**src/rtl/jtframe_sdram_arb_pkg.sv**
```systemverilog
// Shared types and the reference round-robin selection for the SDRAM bank arbiter.
// Optional build macro used by the arbiter: JTFRAME_SDRAM_ARB_PRIO_EN.
package jtframe_sdram_arb_pkg;

  typedef enum logic [1:0] {
    IDLE = 2'd0,
    REQ  = 2'd1,
    WAIT = 2'd2
  } arb_st_t;

  localparam int ARB_MAXCH = 8;

  // First requesting channel after 'last', wrapping at ch-1.
  function automatic logic [2:0] rr_next(
    input logic [ARB_MAXCH-1:0] req,
    input logic [2:0]           last,
    input int unsigned          ch
  );
    logic       found;
    int unsigned idx;
    rr_next = last;
    found   = 1'b0;
    for (int unsigned k = 1; k <= ARB_MAXCH; k++) begin
      idx = (int'(last) + k) % ch;
      if (!found && k <= ch && req[idx]) begin
        rr_next = 3'(idx);
        found   = 1'b1;
      end
    end
  endfunction

endpackage

```
**src/rtl/jtframe_rr_pick.sv**
```systemverilog
// Rotate-mask priority encoder: lowest request above 'last',
// otherwise lowest request overall.
module jtframe_rr_pick #(
  parameter  int CH  = 4,
  localparam int CHW = $clog2(CH)
) (
  input  logic [CH-1:0]  req,
  input  logic [CHW-1:0] last,
  output logic [CHW-1:0] gnt,
  output logic           vld
);

  logic [CH-1:0] mask;
  logic [CH-1:0] hi;

  always_comb begin
    mask = '0;
    for (int i = 0; i < CH; i++) begin
      if (i > int'(last)) mask[i] = 1'b1;
    end
    hi  = req & mask;
    vld = |req;
    gnt = '0;
    for (int i = CH - 1; i >= 0; i--) begin
      if (req[i]) gnt = CHW'(i);
    end
    for (int i = CH - 1; i >= 0; i--) begin
      if (hi[i]) gnt = CHW'(i);
    end
  end

endmodule

```
**src/rtl/jtframe_sdram_arb.sv**
```systemverilog
// Round-robin N-channel arbiter in front of one SDRAM bank port.
// Define JTFRAME_SDRAM_ARB_PRIO_EN to give channel 0 fixed top priority.
module jtframe_sdram_arb
  import jtframe_sdram_arb_pkg::*;
#(
  parameter int SDRAMW = 22,
  parameter int CH     = 4
) (
  input  logic               rst,
  input  logic               clk,
  input  logic [CH*SDRAMW-1:0] ch_addr,
  input  logic [CH-1:0]      ch_rd,
  input  logic [CH-1:0]      ch_wr,
  input  logic [CH*16-1:0]   ch_din,
  input  logic [CH*2-1:0]    ch_dsn,
  output logic [CH-1:0]      ch_ack,
  output logic [CH-1:0]      ch_rdy,
  output logic [CH*16-1:0]   ch_dout,
  output logic [SDRAMW-1:0]  ba_addr,
  output logic               ba_rd,
  output logic               ba_wr,
  output logic [15:0]        ba_din,
  output logic [1:0]         ba_dsn,
  input  logic               ba_ack,
  input  logic               ba_rdy,
  input  logic [15:0]        sdram_dout
);

  localparam int CHW = $clog2(CH);

  arb_st_t            st_q, st_d;
  logic [CHW-1:0]     gnt_q, gnt_d;
  logic [CHW-1:0]     last_q, last_d;
  logic               wr_q, wr_d;
  logic [SDRAMW-1:0]  ba_addr_q, ba_addr_d;
  logic [15:0]        ba_din_q, ba_din_d;
  logic [1:0]         ba_dsn_q, ba_dsn_d;
  logic               ba_rd_q, ba_rd_d;
  logic               ba_wr_q, ba_wr_d;
  logic [CH-1:0]      ch_ack_q, ch_ack_d;
  logic [CH-1:0]      ch_rdy_q, ch_rdy_d;
  logic [CH*16-1:0]   ch_dout_q, ch_dout_d;

  logic [CH-1:0]      req;
  logic [CH-1:0]      rr_req;
  logic               prio0;
  logic               upd_last;
  logic [CHW-1:0]     rr_gnt;
  logic               rr_vld;
  logic [CHW-1:0]     pick;
  logic               pick_vld;
  logic               done;

  assign req = ch_rd | ch_wr;

`ifdef JTFRAME_SDRAM_ARB_PRIO_EN
  assign rr_req   = req & ~CH'(1);
  assign prio0    = req[0];
  assign upd_last = gnt_q != '0;
`else
  assign rr_req   = req;
  assign prio0    = 1'b0;
  assign upd_last = 1'b1;
`endif

  jtframe_rr_pick #(
    .CH   (CH)
  ) u_pick (
    .req  (rr_req),
    .last (last_q),
    .gnt  (rr_gnt),
    .vld  (rr_vld)
  );

  assign pick     = prio0 ? '0 : rr_gnt;
  assign pick_vld = prio0 | rr_vld;

  always_comb begin
    st_d      = st_q;
    gnt_d     = gnt_q;
    last_d    = last_q;
    wr_d      = wr_q;
    ba_addr_d = ba_addr_q;
    ba_din_d  = ba_din_q;
    ba_dsn_d  = ba_dsn_q;
    ba_rd_d   = ba_rd_q;
    ba_wr_d   = ba_wr_q;
    ch_ack_d  = '0;
    ch_rdy_d  = '0;
    ch_dout_d = ch_dout_q;
    done      = 1'b0;
    unique case (st_q)
      IDLE: begin
        if (pick_vld) begin
          gnt_d     = pick;
          wr_d      = ch_wr[pick];
          ba_wr_d   = ch_wr[pick];
          ba_rd_d   = ~ch_wr[pick];
          ba_addr_d = ch_addr[pick*SDRAMW +: SDRAMW];
          ba_din_d  = ch_din[pick*16 +: 16];
          ba_dsn_d  = ch_dsn[pick*2 +: 2];
          ch_ack_d[pick] = 1'b1;
          st_d      = REQ;
        end
      end
      REQ: begin
        if (ba_ack) begin
          ba_rd_d = 1'b0;
          ba_wr_d = 1'b0;
          st_d    = WAIT;
          done    = ba_rdy;
        end
      end
      WAIT: begin
        done = ba_rdy;
      end
      default: begin
        st_d = IDLE;
      end
    endcase
    // Completion is shared by the WAIT path and the ack+rdy shortcut in REQ
    if (done) begin
      if (!wr_q) ch_dout_d[gnt_q*16 +: 16] = sdram_dout;
      ch_rdy_d[gnt_q] = 1'b1;
      if (upd_last) last_d = gnt_q;
      st_d = IDLE;
    end
  end

  always_ff @(posedge clk or posedge rst) begin
    if (rst) begin
      st_q      <= IDLE;
      gnt_q     <= '0;
      last_q    <= CHW'(CH - 1);
      wr_q      <= 1'b0;
      ba_addr_q <= '0;
      ba_din_q  <= '0;
      ba_dsn_q  <= 2'b11;
      ba_rd_q   <= 1'b0;
      ba_wr_q   <= 1'b0;
      ch_ack_q  <= '0;
      ch_rdy_q  <= '0;
      ch_dout_q <= '0;
    end else begin
      st_q      <= st_d;
      gnt_q     <= gnt_d;
      last_q    <= last_d;
      wr_q      <= wr_d;
      ba_addr_q <= ba_addr_d;
      ba_din_q  <= ba_din_d;
      ba_dsn_q  <= ba_dsn_d;
      ba_rd_q   <= ba_rd_d;
      ba_wr_q   <= ba_wr_d;
      ch_ack_q  <= ch_ack_d;
      ch_rdy_q  <= ch_rdy_d;
      ch_dout_q <= ch_dout_d;
    end
  end

  assign ch_ack  = ch_ack_q;
  assign ch_rdy  = ch_rdy_q;
  assign ch_dout = ch_dout_q;
  assign ba_addr = ba_addr_q;
  assign ba_rd   = ba_rd_q;
  assign ba_wr   = ba_wr_q;
  assign ba_din  = ba_din_q;
  assign ba_dsn  = ba_dsn_q;

endmodule
```
**config.mk**
```make
export PLATFORM = sky130hd
export DESIGN_NAME = jtframe_sdram_arb
export DESIGN_NICKNAME = d
export VERILOG_FILES = /design/src/rtl/jtframe_sdram_arb_pkg.sv /design/src/rtl/jtframe_rr_pick.sv /design/src/rtl/jtframe_sdram_arb.sv
export SDC_FILE = /design/constraint.sdc
export NUM_CORES = 1
export LEC_CHECK = 0
export ABC_AREA = 1
export CAP_MARGIN = 10
export CORE_AREA = 4 4 126 128
export DETAILED_ROUTE_END_ITERATION = 6
export DIE_AREA = 0 0 130 132
export PLACE_DENSITY_LB_ADDON = 0.15
export SYNTH_ARGS = -nofsm -noshare
export SYNTH_HDL_FRONTEND = slang
export SYNTH_SLANG_ARGS = --single-unit
```
**constraint.sdc**
```tcl
create_clock -name clk -period 6.55 [get_ports clk]
set_clock_uncertainty 0.05 [all_clocks]
set_input_delay 0.9825 -clock clk [delete_from_list [all_inputs] [get_ports clk]]
set_output_delay 0.9825 -clock clk [all_outputs]
set_load 0.02 [all_outputs]
```
---- Word-level counts from Yosys, hierarchy flattened ----
Index checks and enable logic that the tools add are counted.
operators by class
  shifts and indexed selects .............. 5
  bitwise gates (word level) .............. 4
  $lt $le $gt $ge ......................... 7
  reductions and logical operators ........ 9
  eq/ne operators ......................... 7
  $mul .................................... 1
  div/mod/pow operators ................... 0
  multiplexer cells ....................... 32
  $add $sub $neg .......................... 1
operators by type and width
  kind                                                                                  number
  88-bit by 8-bit variable part select with 22-bit output                               1
  64-bit bitwise mux                                                                    1
  16-bit by 34-bit variable shift with 64-bit output (first input constant)             1
  16-bit by 34-bit variable part select with 64-bit output                              1
  64-bit by 7-bit variable part select with 16-bit output                               1
  6-bit negation with 34-bit output                                                     1
  2-bit two-way mux                                                                     11
  4-bit two-way mux                                                                     3
  1-bit two-way mux                                                                     10
  8-bit by 4-bit variable part select with 2-bit output                                 1
  2-bit by 3-bit less-than comparator with 1-bit output (second input constant)         2
  2-bit by 4-bit multiplier with 6-bit output (second input constant)                   1
  2-bit inequality test (second input constant)                                         3
  3-bit inequality test (second input constant)                                         2
  1-bit one-hot mux with 2 select lines                                                 3
  2-bit one-hot mux with 3 select lines                                                 1
  3-bit AND reduction                                                                   2
  4-bit AND                                                                             1
  1-bit demux with 2-bit select                                                         2
  2-bit by 1-bit greater-or-equal comparator with 1-bit output (second input constant)  2
  2-bit > comparator (first input constant)                                             2
  4-bit OR                                                                              1
  2-bit AND reduction                                                                   2
  4-bit OR reduction                                                                    1
  other kinds (8)                                                                       10
word-level totals
  memory bits (read-only) ................. 0
  logic and storage cells ................. 78
  memory bits (writable) .................. 0
  input bits .............................. 188
  memories kept ........................... 0
  register bits ........................... 121
  bits in latches ......................... 0

---- Longest topological paths before layout ----
Gate-level depths: netlist (run 1).
  depth after elaboration ................. 15
  depth in mapped cells ................... 14
  depth with buffers taken out ............ 14

---- By module ----
A second synthesis (run 1) with hierarchy kept.
second synthesis, totals
  cell total of the unflattened synthesis .. 1117
  area total of the unflattened synthesis .. 7158.1 µm²
by module, submodules not included
  module             area an instance (µm²)  seq. area each (µm²)  cells an instance  instances
  jtframe_sdram_arb  7068.0                  3032.9                1096               1
  jtframe_rr_pick    90.1                    0.0                   21                 1

---- Worst setup path before layout (run 1) ----
Ideal clock, no wire load.
  path type ............................... input to register
  start point ............................. input port ch_rd[2]
  end point ............................... register ba_addr_q[0] (netlist: ba_addr[0])
  slack ................................... 4.367 ns
  stages on the path ...................... 10
  required time ........................... 6.383 ns
  arrival ................................. 2.015 ns
  buffers on the path ..................... 2
  cells stage by stage .................... o21ai_1 nand3_1 nand2_1 nor2_1 buf_4 buf_4 nand3_1 nand3_1 nor2_1 nor2_1
between the ends
  word-level cells in the longest chain between the ends .. 10
RTL lines
  element                                                  line                      text
  from (decl)                                              jtframe_sdram_arb.sv:12   input logic [CH-1:0] ch_rd,
  4-bit OR *                                               jtframe_sdram_arb.sv:54   assign req = ch_rd | ch_wr;
  2-bit two-way mux (3 in series)                          jtframe_rr_pick.sv:25     if (req[i]) gnt = CHW'(i);
  2-bit two-way mux (4 in series)                          jtframe_rr_pick.sv:28     if (hi[i]) gnt = CHW'(i);
  2-bit by 4-bit multiplier with 6-bit output              jtframe_sdram_arb.sv:99   ba_addr_d = ch_addr[pick*SDRAMW +: SDRAMW];
  88-bit by 8-bit variable part select with 22-bit output  jtframe_sdram_arb.sv:99
  to (signal assigned)                                     jtframe_sdram_arb.sv:149  ba_addr_q <= ba_addr_d;
  to (decl)                                                jtframe_sdram_arb.sv:35   logic [SDRAMW-1:0] ba_addr_q, ba_addr_d;
Mark *: on every way between the ends. The rest lies on a longest branch, timed or not.
A chain may end at the register's enable or synchronous reset.

---- Final worst setup path (run 1) ----
  start point ............................. input port ch_wr[1]
  end point ............................... register ba_din_q[14] (netlist: ba_din[14])
between the ends
  word-level cells in the longest chain between the ends .. 8
RTL lines
  element                                                  line                      text
  from (decl)                                              jtframe_sdram_arb.sv:13   input logic [CH-1:0] ch_wr,
  4-bit OR *                                               jtframe_sdram_arb.sv:54
  2-bit two-way mux (2 in series)                          jtframe_rr_pick.sv:25
  2-bit two-way mux (4 in series)                          jtframe_rr_pick.sv:28
  64-bit by 7-bit variable part select with 16-bit output  jtframe_sdram_arb.sv:100  ba_din_d = ch_din[pick*16 +: 16];
  to (signal assigned)                                     jtframe_sdram_arb.sv:150  ba_din_q <= ba_din_d;
  to (decl)                                                jtframe_sdram_arb.sv:36   logic [15:0] ba_din_q, ba_din_d;
Marked as above.

==> results.yml, run 1 <==
timing:
  fin_crit_sh_pct: 57.4
  layout_min_cycle_time_ns: 3.76
  fmax_mhz: 266
  final-hold-violation-count: 0
  setup_tns_ns: 0
  slew_headroom_pct: 27.2
  worstMarginPinSlew_ns: 1.09
  slew_violations: 0
  setup_viol: 0
  rsz0062_at_grt: "false"
power:
  p_leak_nw: 4.75
  p_comb_share_pct: 54.9
  power_density_nw_per_um2: 483
  p_int_w: 0.00269
  ir_worst_vdd_mv: 0.500
  p_switching_w: 0.00225
  clkPwrFrac_pct: 19.6
  pwr-share-seq_pct: 25.5
  p_sw_share_pct: 45.6
  p_total_w: 0.00494
floorplan:
  row_count: 45
  start_util_pct: 44.9
  die_h_um: 132
  die_x_um: 130
  coreArea_sq_um: 14900
  die_area_sq_um: 17200
  ios: 302
layout:
  synthToLayoutAreaGrowth_pct: 53.4
  drive_above_1_share_pct: 5.49
  final_nets: 1333
  n_antenna_cell: 0
  layout_common_cells: "clkdlybuf4s50_1 (301), nand3_1 (219), nand2_1 (147)"
  final_common_cell: "clkdlybuf4s50_1"
  nFillCells: 1249
global_route:
  grt_pass1_vias: 7068
  grtUsageTotal_pct: 28.7
  grt_max_degree: 85
  grt_first_pass_wirelength_um: 38900
  antenna_found_initial: 0
  gr-total-overflow: 0
synth:
  ys_warn_count: 0
  async_flop_share_pct: 100
  synth_flop_cell: "dfrtp_1"
  syn_nets: 1071
  ys_types: 27
  synth_area_sq_um: 6670
  synth_edf_count: 0
  synth-seq-cells: 121
  ys_seq_area_share_pct: 45.5
  avgSynthCellArea_sq_um: 7.64
  syn_inst: 873
worst_hold_path:
  holdPathStages: 2
  min_path_type: "flip-flop to flip-flop"
drt:
  antenna_left: 0
  routed_via_density: 5.56
  drt_wl_total_um: 24900
  avgRoutedWirePerCell_um: 18.6
  drtIter0Drc: 766
  firstDrtPassIters: 6
  post-route-drc-count: 0
  num_vias: 7419
run_status:
  status: "complete, no violations"
critical_path:
  path_buf_inv: 2
  cp_cell_sequence: "clkdlybuf4s50_1 > nor2_2 > nor3_2 > inv_2 > nand3_2 > nand3_1 > nand3_1 > nor2_1 > nor2_1"
  cp.arrival_ns: 4.01
  critPathCaptureType: "flip-flop"
  worstSetupPathType: "primary input to flip-flop"
  setup.worst_path.start_class: "primary input"
  path_depth: 9
  r2r_cells: 7
  required_ns: 6.80
  max_stage_delay_ns: 1.04
  cp_slowest_cell: "nand3_2"
  cp_max_fo: 45
  cp_top_family: "simple AND/OR/NAND/NOR gates"
clock_network:
  path_clk_slew_ns: 0.06
  clockBufferDepth: 2
  hold_buffers: 0
  root_buffer: "clkbuf_16"
  postCtsSetupRepairBufs: 0
  cts_tree: "done"
  htree_levels: 4
  cts_inserted_buffers: 17
  clk_latency_ns: 0.42
  cts_resized: 0
  clock_sinks: 121
job:
  drv_cap: 0
placed_design:
  place_congestion: 0.882
  hpwl_um: 17400
  port_buffers: 301
## synthesized netlist by cell type (5+ instances only)
cell type / instances / area (sq um)
nand4_1: 52 / 325
inv_1: 29 / 109
buf_4: 9 / 67.6
nor3_1: 5 / 25.0
clkbuf_1: 21 / 78.8
dfrtp_1: 117 / 2930
nand2_1: 148 / 556
o21ai_0: 11 / 55.1
ha_1: 10 / 125
buf_6: 11 / 124
nor2_1: 133 / 499
o21ai_1: 59 / 295
buf_2: 24 / 120
nand3_1: 220 / 1100
## per-stage QoR
| step | instance area (sq um) | setup WS, ns | std cells | utilization (%) | hold slack [ns] |
|---|---|---|---|---|---|
| after floorplan | 6670 | 2.31 | 873 | - | 0.400 |
| after global placement | 9620 | 2.51 | 1304 | 64.7 | 0.414 |
| after detailed placement | 9620 | 2.45 | 1304 | 64.7 | 0.417 |
| after CTS | 10200 | 2.89 | 1335 | 68.8 | 0.440 |
| after global routing | 10200 | 2.57 | 1335 | 68.8 | 0.456 |
| final | 10200 | 2.79 | 1335 | 68.8 | 0.438 |
## power groups by stage
stage	logic, W	clock network (W)	registers (W)
after floorplan	0.00134	0	0.00157
after global placement	0.00265	0	0.00126
after detailed placement	0.00269	0	0.00126
after CTS	0.00270	0.000976	0.00126
after global routing	0.00295	0.00101	0.00129
final	0.00271	0.000968	0.00126
## per-layer routing
layer | track usage, % | wire [um]
met1 | 40.2 | 10200
met2 | 43.0 | 11600
met3 | 7.17 | 2290
met4 | 10.7 | 868
met5 | 0 | 0
## worst paths after layout
check                      slack [ns]     endpoint         from
max reg2reg                      3.36   ba_din[14]    last_q[0]
min reg2reg                      0.44  ch_dout[45]  ch_dout[45]
min                              0.44  ch_dout[45]  ch_dout[45]
max                              2.79   ba_din[14]     ch_wr[1]
max in group asynchronous        4.14   ch_dout[0]          rst
min in group asynchronous        1.07  ba_addr[10]          rst
## cells by family (layout without fill, tap and decap cells)
family / count (synthesis) / after routing / synth area share (%)
AO/OA/AOI/OAI: 75 / 75 / 5.99
flip-flops: 121 / 121 / 45.5
AND/OR/NAND/NOR: 567 / 567 / 38.8
adder cells (fa/ha/maj): 10 / 10 / 1.88
buffers and inverters: 100 / 374 / 7.83
## worst min-delay path, delay by kind of cell, from the launching register on
kind            cells  cell delay [ns]
simple gates        1             0.06
flops               1             0.33
compound gates      1             0.06
## sequential cells by signal, summed over array words and instances, names as in the netlist
register,cells
ba_din,16
gnt_q,2
last_q,2
ba_wr,1
ch_ack,4
ch_dout,64
wr_q,1
ch_rdy,4
ba_dsn,2
ba_rd,1
st_q,2
ba_addr,22
## cell type report
type	instances	area, sq um	area share (%)
clock inverters	10	144	1.41
well taps	188	235	2.30
inverters	33	126	1.24
clock buffers	21	460	4.50
flip-flops and latches	121	3030	29.7
multi-input cells	652	3150	30.8
repair buffers	310	3080	30.1
No activity file was read; power rests on OpenSTA's default activity.
==> run 2, diff against run 1 <==
CORE_AREA = 4 4 131 133   (was 4 4 126 128)
DIE_AREA = 0 0 135 137   (was 0 0 130 132)
clock period = 3.9 ns   (was 6.55 ns; I/O delays follow)
==> run 2 against run 1 <==
  * Combinational power is 72% higher
  * Wire length is 1.3% higher
  * Core utilization is 3.5 points lower
  * Clock power is 65% higher
  * Global-route usage is 2.2 points lower
  * Setup slack worse by 1.4 ns
  * Sequential share of layout area is 0.33 points lower
  * Largest cell class is now non-clock buffers
  * Highest routed layer unchanged
==> results.yml, run 2 (synthesized netlist as in run 1, its figures left out) <==
timing:
  layout_min_cycle_time_ns: 2.53
  fmax_mhz: 395
  final-hold-violation-count: 0
  worstMarginPinSlew_ns: 0.869
  setup_tns_ns: 0
  rsz0062_at_grt: "false"
  slew_headroom_pct: 42.0
  setup_viol: 0
  hold_slack_ns: 0.437
  fin_crit_sh_pct: 64.9
  slew_violations: 0
worst_hold_path:
  min_path_type: "flip-flop to flip-flop"
floorplan:
  die_area_sq_um: 18500
  start_util_pct: 42.1
  ios: 302
  die_h_um: 137
  die_x_um: 135
  row_count: 46
  coreArea_sq_um: 15800
drt:
  num_vias: 7191
  routed_via_density: 5.25
  firstDrtPassIters: 5
  antenna_left: 0
  avgRoutedWirePerCell_um: 18.4
  drt_wl_total_um: 25200
  drtIter0Drc: 697
  post-route-drc-count: 0
layout:
  drive_above_1_share_pct: 6.16
  n_antenna_cell: 0
  final_nets: 1338
  synthToLayoutAreaGrowth_pct: 55.1
  largest_register_ffs: 64
  final_common_cell: "clkdlybuf4s50_1"
  nFillCells: 1365
  layout_common_cells: "clkdlybuf4s50_1 (301), nand3_1 (219), nand2_1 (147)"
critical_path:
  r2r_cells: 6
  setup.worst_path.end: "ch_dout[21]"
  worstReg2RegEnd: "ch_dout[21]"
  cp_max_fo: 16
  required_ns: 4.20
  ff2ff_setup_slack_ns: 1.37
  crit_start: "gnt_q[0]"
  r2r-start: "gnt_q[0]"
  cp.arrival_ns: 2.83
  critPathCaptureType: "flip-flop"
  setup.worst_path.start_class: "flip-flop"
  worstSetupPathType: "flip-flop to flip-flop"
global_route:
  grt_pass1_vias: 6860
  grtUsageTotal_pct: 26.5
  grt_first_pass_wirelength_um: 38300
  gr-total-overflow: 0
  grt_max_degree: 84
  antenna_found_initial: 0
clock_network:
  cts_tree: "done"
  clockBufferDepth: 2
  clk_latency_ns: 0.41
  postCtsSetupRepairBufs: 0
  cts_inserted_buffers: 17
  path_clk_slew_ns: 0.06
  cts_resized: 0
  root_buffer: "clkbuf_16"
  hold_buffers: 0
  htree_levels: 4
  clock_sinks: 121
power:
  p_leak_nw: 4.79
  power_density_nw_per_um2: 807
  ir_worst_vdd_mv: 0.711
job:
  drv_cap: 0
placed_design:
  port_buffers: 301
  place_congestion: 0.912
  hpwl_um: 18100
run_status:
  status: "complete, no violations"
## run 2: changes by cell type in the layout (fill, tap and decap cells not counted)
cell and change:
buf_12 +4, buf_4 +1, bufinv_16 -1, clkbuf_1 -2, clkinv_2 +1, clkinvlp_4 +1, inv_6 +2
## run 2: area by class of cell
type | count | area, sq um | area share (%)
sequential | 121 | 3030 | 29.3
tap | 216 | 270 | 2.61
clock buffer | 19 | 453 | 4.38
clock inverter | 13 | 144 | 1.39
inverter | 33 | 126 | 1.22
multi-input combinational | 652 | 3150 | 30.4
timing repair buffer | 315 | 3170 | 30.6
## run 2: routing by layer
metal / GRT usage, % / wire length [um] / vias to the layer above
met4: 9.85 / 738 / 0
met5: 0 / 0 / -
li1: - / - / 3505
met3: 7.10 / 1940 / 47
met2: 41.2 / 12000 / 302
met1: 35.7 / 10600 / 3337
## run 2: through the flow
stage / power (W) / worst slack, ns / cell area (sq um) / instances / util, %
finish: 0.00834 / 1.37 / 10300 / 1369 / 65.3
floorplan: 0.00490 / 0.0574 / 6670 / 873 / -
detailed placement: 0.00675 / 1.09 / 9740 / 1337 / 61.6
global route: 0.00892 / 1.19 / 10300 / 1369 / 65.3
global placement: 0.00669 / 1.13 / 9740 / 1337 / 61.6
CTS: 0.00837 / 1.42 / 10300 / 1369 / 65.3
## run 2: worst min-delay path by stage
| stage | startpoint | endpoint | cells past startpoint | slack [ns] |
|---|---|---|---|---|
| 4_1_cts | ch_dout[14] | ch_dout[14] | 2 | 0.44 |
| 3_5_place_dp | ch_dout[14] | ch_dout[14] | 2 | 0.43 |
| 2_1_floorplan | wr_q | wr_q | 2 | 0.40 |
| 3_3_place_gp | ch_dout[55] | ch_dout[55] | 2 | 0.42 |
| 6_report | ch_dout[38] | ch_dout[38] | 2 | 0.44 |
| 5_1_grt | ch_dout[14] | ch_dout[14] | 2 | 0.46 |
## run 2: report_power, final
part	leakage [nW]	switching, W	internal (W)
combinational	2.95	0.00288	0.00176
sequential	1.56	0.000310	0.00179
clock	0.282	0.000618	0.000979
total	4.79	0.00381	0.00453
## run 2: critical path, cell delays in order, from the launching register on
cell	delay, ns
dfrtp_1	0.65
inv_1	0.27
ha_1	0.56
inv_2	0.14
nor2_1	0.48
nand3_1	0.21
nand2_1	0.10
==> run 3, diff against run 2 <==
clock period = 2.5 ns   (was 3.9 ns; I/O delays follow)
==> run 3 against run 2 <==
  * Critical path depth unchanged
  * Clock-buffer cell count fell by 2
  * Cell count increased by 1.0%
  * Flip-flop and latch count did not move
  * Sequential share of layout area is 0.46 points lower
  * Highest routed layer unchanged
==> results.yml, run 3 (synthesized netlist as in run 1, its figures left out) <==
global_route:
  antenna_found_initial: 1
  grt_pass1_vias: 6910
  grt_max_degree: 122
  met3_usage_pct: 6.73
  met2_usage_pct: 39.7
  gr-total-overflow: 0
  top_usage_layer: "met2"
  grt_first_pass_wirelength_um: 38000
  grtUsageTotal_pct: 26.4
  grtUsageMet1_pct: 36.7
critical_path:
  cp_cell_sequence: "inv_1 > ha_1 > inv_2 > nor2_1 > nand3_1 > nand2_1"
  cp.arrival_ns: 2.47
  worstReg2RegEnd: "ch_dout[25]"
  cp_max_fo: 10
  crit_start: "gnt_q[1]"
  r2r_cells: 6
  required_ns: 2.80
  setup.worst_path.start_class: "flip-flop"
  worstSetupPathType: "flip-flop to flip-flop"
  max_stage_delay_ns: 0.51
  critPathCaptureType: "flip-flop"
  r2r-start: "gnt_q[1]"
  cp_slowest_cell: "ha_1"
  ff2ff_setup_slack_ns: 0.34
  cp_top_family: "simple AND/OR/NAND/NOR gates"
  path_buf_inv: 2
clock_network:
  clock_sinks: 121
  hold_buffers: 0
  cts_tree: "done"
  clk_latency_ns: 0.42
  path_clk_slew_ns: 0.06
  clockBufferDepth: 2
  htree_levels: 4
  cts_inserted_buffers: 17
  cts_resized: 0
  postCtsSetupRepairBufs: 0
  root_buffer: "clkbuf_16"
worst_hold_path:
  min_path_type: "primary input to asynchronous set/reset pin"
floorplan:
  die_h_um: 137
  die_x_um: 135
  coreArea_sq_um: 15800
  start_util_pct: 42.1
  row_count: 46
  ios: 302
  die_area_sq_um: 18500
power:
  pwr-share-seq_pct: 24.6
  p_switching_w: 0.00615
  p_int_w: 0.00711
  power_density_nw_per_um2: 1260
  p_leak_nw: 4.88
  ir_worst_vdd_mv: 0.876
  p_total_w: 0.0133
  p_comb_share_pct: 56.8
  p_sw_share_pct: 46.4
  clkPwrFrac_pct: 18.6
run_status:
  status: "complete, no violations"
drt:
  post-route-drc-count: 0
  drt_wl_total_um: 25100
  num_vias: 7373
  routed_via_density: 5.33
  drtIter0Drc: 560
  antenna_left: 0
  firstDrtPassIters: 5
  avgRoutedWirePerCell_um: 18.1
timing:
  fmax_mhz: 463
  slew_headroom_pct: 49.9
  setup_tns_ns: 0
  fin_crit_sh_pct: 86.4
  rsz0062_at_grt: "false"
  worstMarginPinSlew_ns: 0.749
  hold_slack_ns: 0.413
  layout_min_cycle_time_ns: 2.16
  slew_violations: 0
  setup_viol: 0
  final-hold-violation-count: 0
layout:
  synthToLayoutAreaGrowth_pct: 57.6
  final_nets: 1351
  largest_register_ffs: 64
  layout_common_cells: "clkdlybuf4s50_1 (301), nand3_1 (219), nand2_1 (147)"
  final_common_cell: "clkdlybuf4s50_1"
  drive_above_1_share_pct: 7.20
placed_design:
  port_buffers: 301
  hpwl_um: 18400
  place_congestion: 0.943
job:
  drv_cap: 0
run 3: layout make-up:
cell class | count | area [sq um]
Antenna cell | 1 | 2.50
Clock buffer | 17 | 425
Clock inverter | 15 | 174
Fill cell | 1326 | 5320
Inverter | 33 | 128
Multi-Input combinational cell | 652 | 3150
Sequential cell | 121 | 3030
Tap cell | 216 | 270
Timing Repair Buffer | 328 | 3330
run 3: power by group through the flow:
stage	logic, W	clock network [W]	registers, W
2_1_floorplan	0.00352	0	0.00413
3_3_place_gp	0.00744	0	0.00326
3_5_place_dp	0.00750	0	0.00327
4_1_cts	0.00752	0.00250	0.00326
5_1_grt	0.00821	0.00260	0.00336
6_report	0.00753	0.00247	0.00326
run 3: metrics by stage:
| step | util [%] | setup slack (ns) | area, sq um | std cells |
|---|---|---|---|---|
| 2_1_floorplan | - | 0.465 | 6670 | 873 |
| 3_3_place_gp | 62.6 | 0.254 | 9910 | 1350 |
| 3_5_place_dp | 62.6 | 0.224 | 9910 | 1350 |
| 4_1_cts | 66.4 | 0.334 | 10500 | 1382 |
| 5_1_grt | 66.4 | 0.155 | 10500 | 1383 |
| 6_report | 66.4 | 0.339 | 10500 | 1383 |
run 3: worst max path at each step:
stage                             end  slack (ns)  cells past startpoint
after global placement           wr_q        0.25                     14
after global routing      ch_dout[25]        0.16                      9
after CTS                 ch_dout[25]        0.33                      9
after floorplan            ch_dout[0]        0.47                      7
after detailed placement  ba_addr[15]        0.22                     12
final                     ch_dout[25]        0.34                      6
run 3: routing by layer:
layer | wire, um | share of wire (%)
met5 | 0 | 0
met4 | 645 | 2.6
met3 | 2080 | 8.3
met2 | 11700 | 47
met1 | 10700 | 43
run 3: worst register-to-register path, cell delays in order (launching register included):
cell and delay, ns:
dfrtp_1 0.46, inv_1 0.13, ha_1 0.51, inv_2 0.14, nor2_1 0.50, nand3_1 0.22
nand2_1 0.09
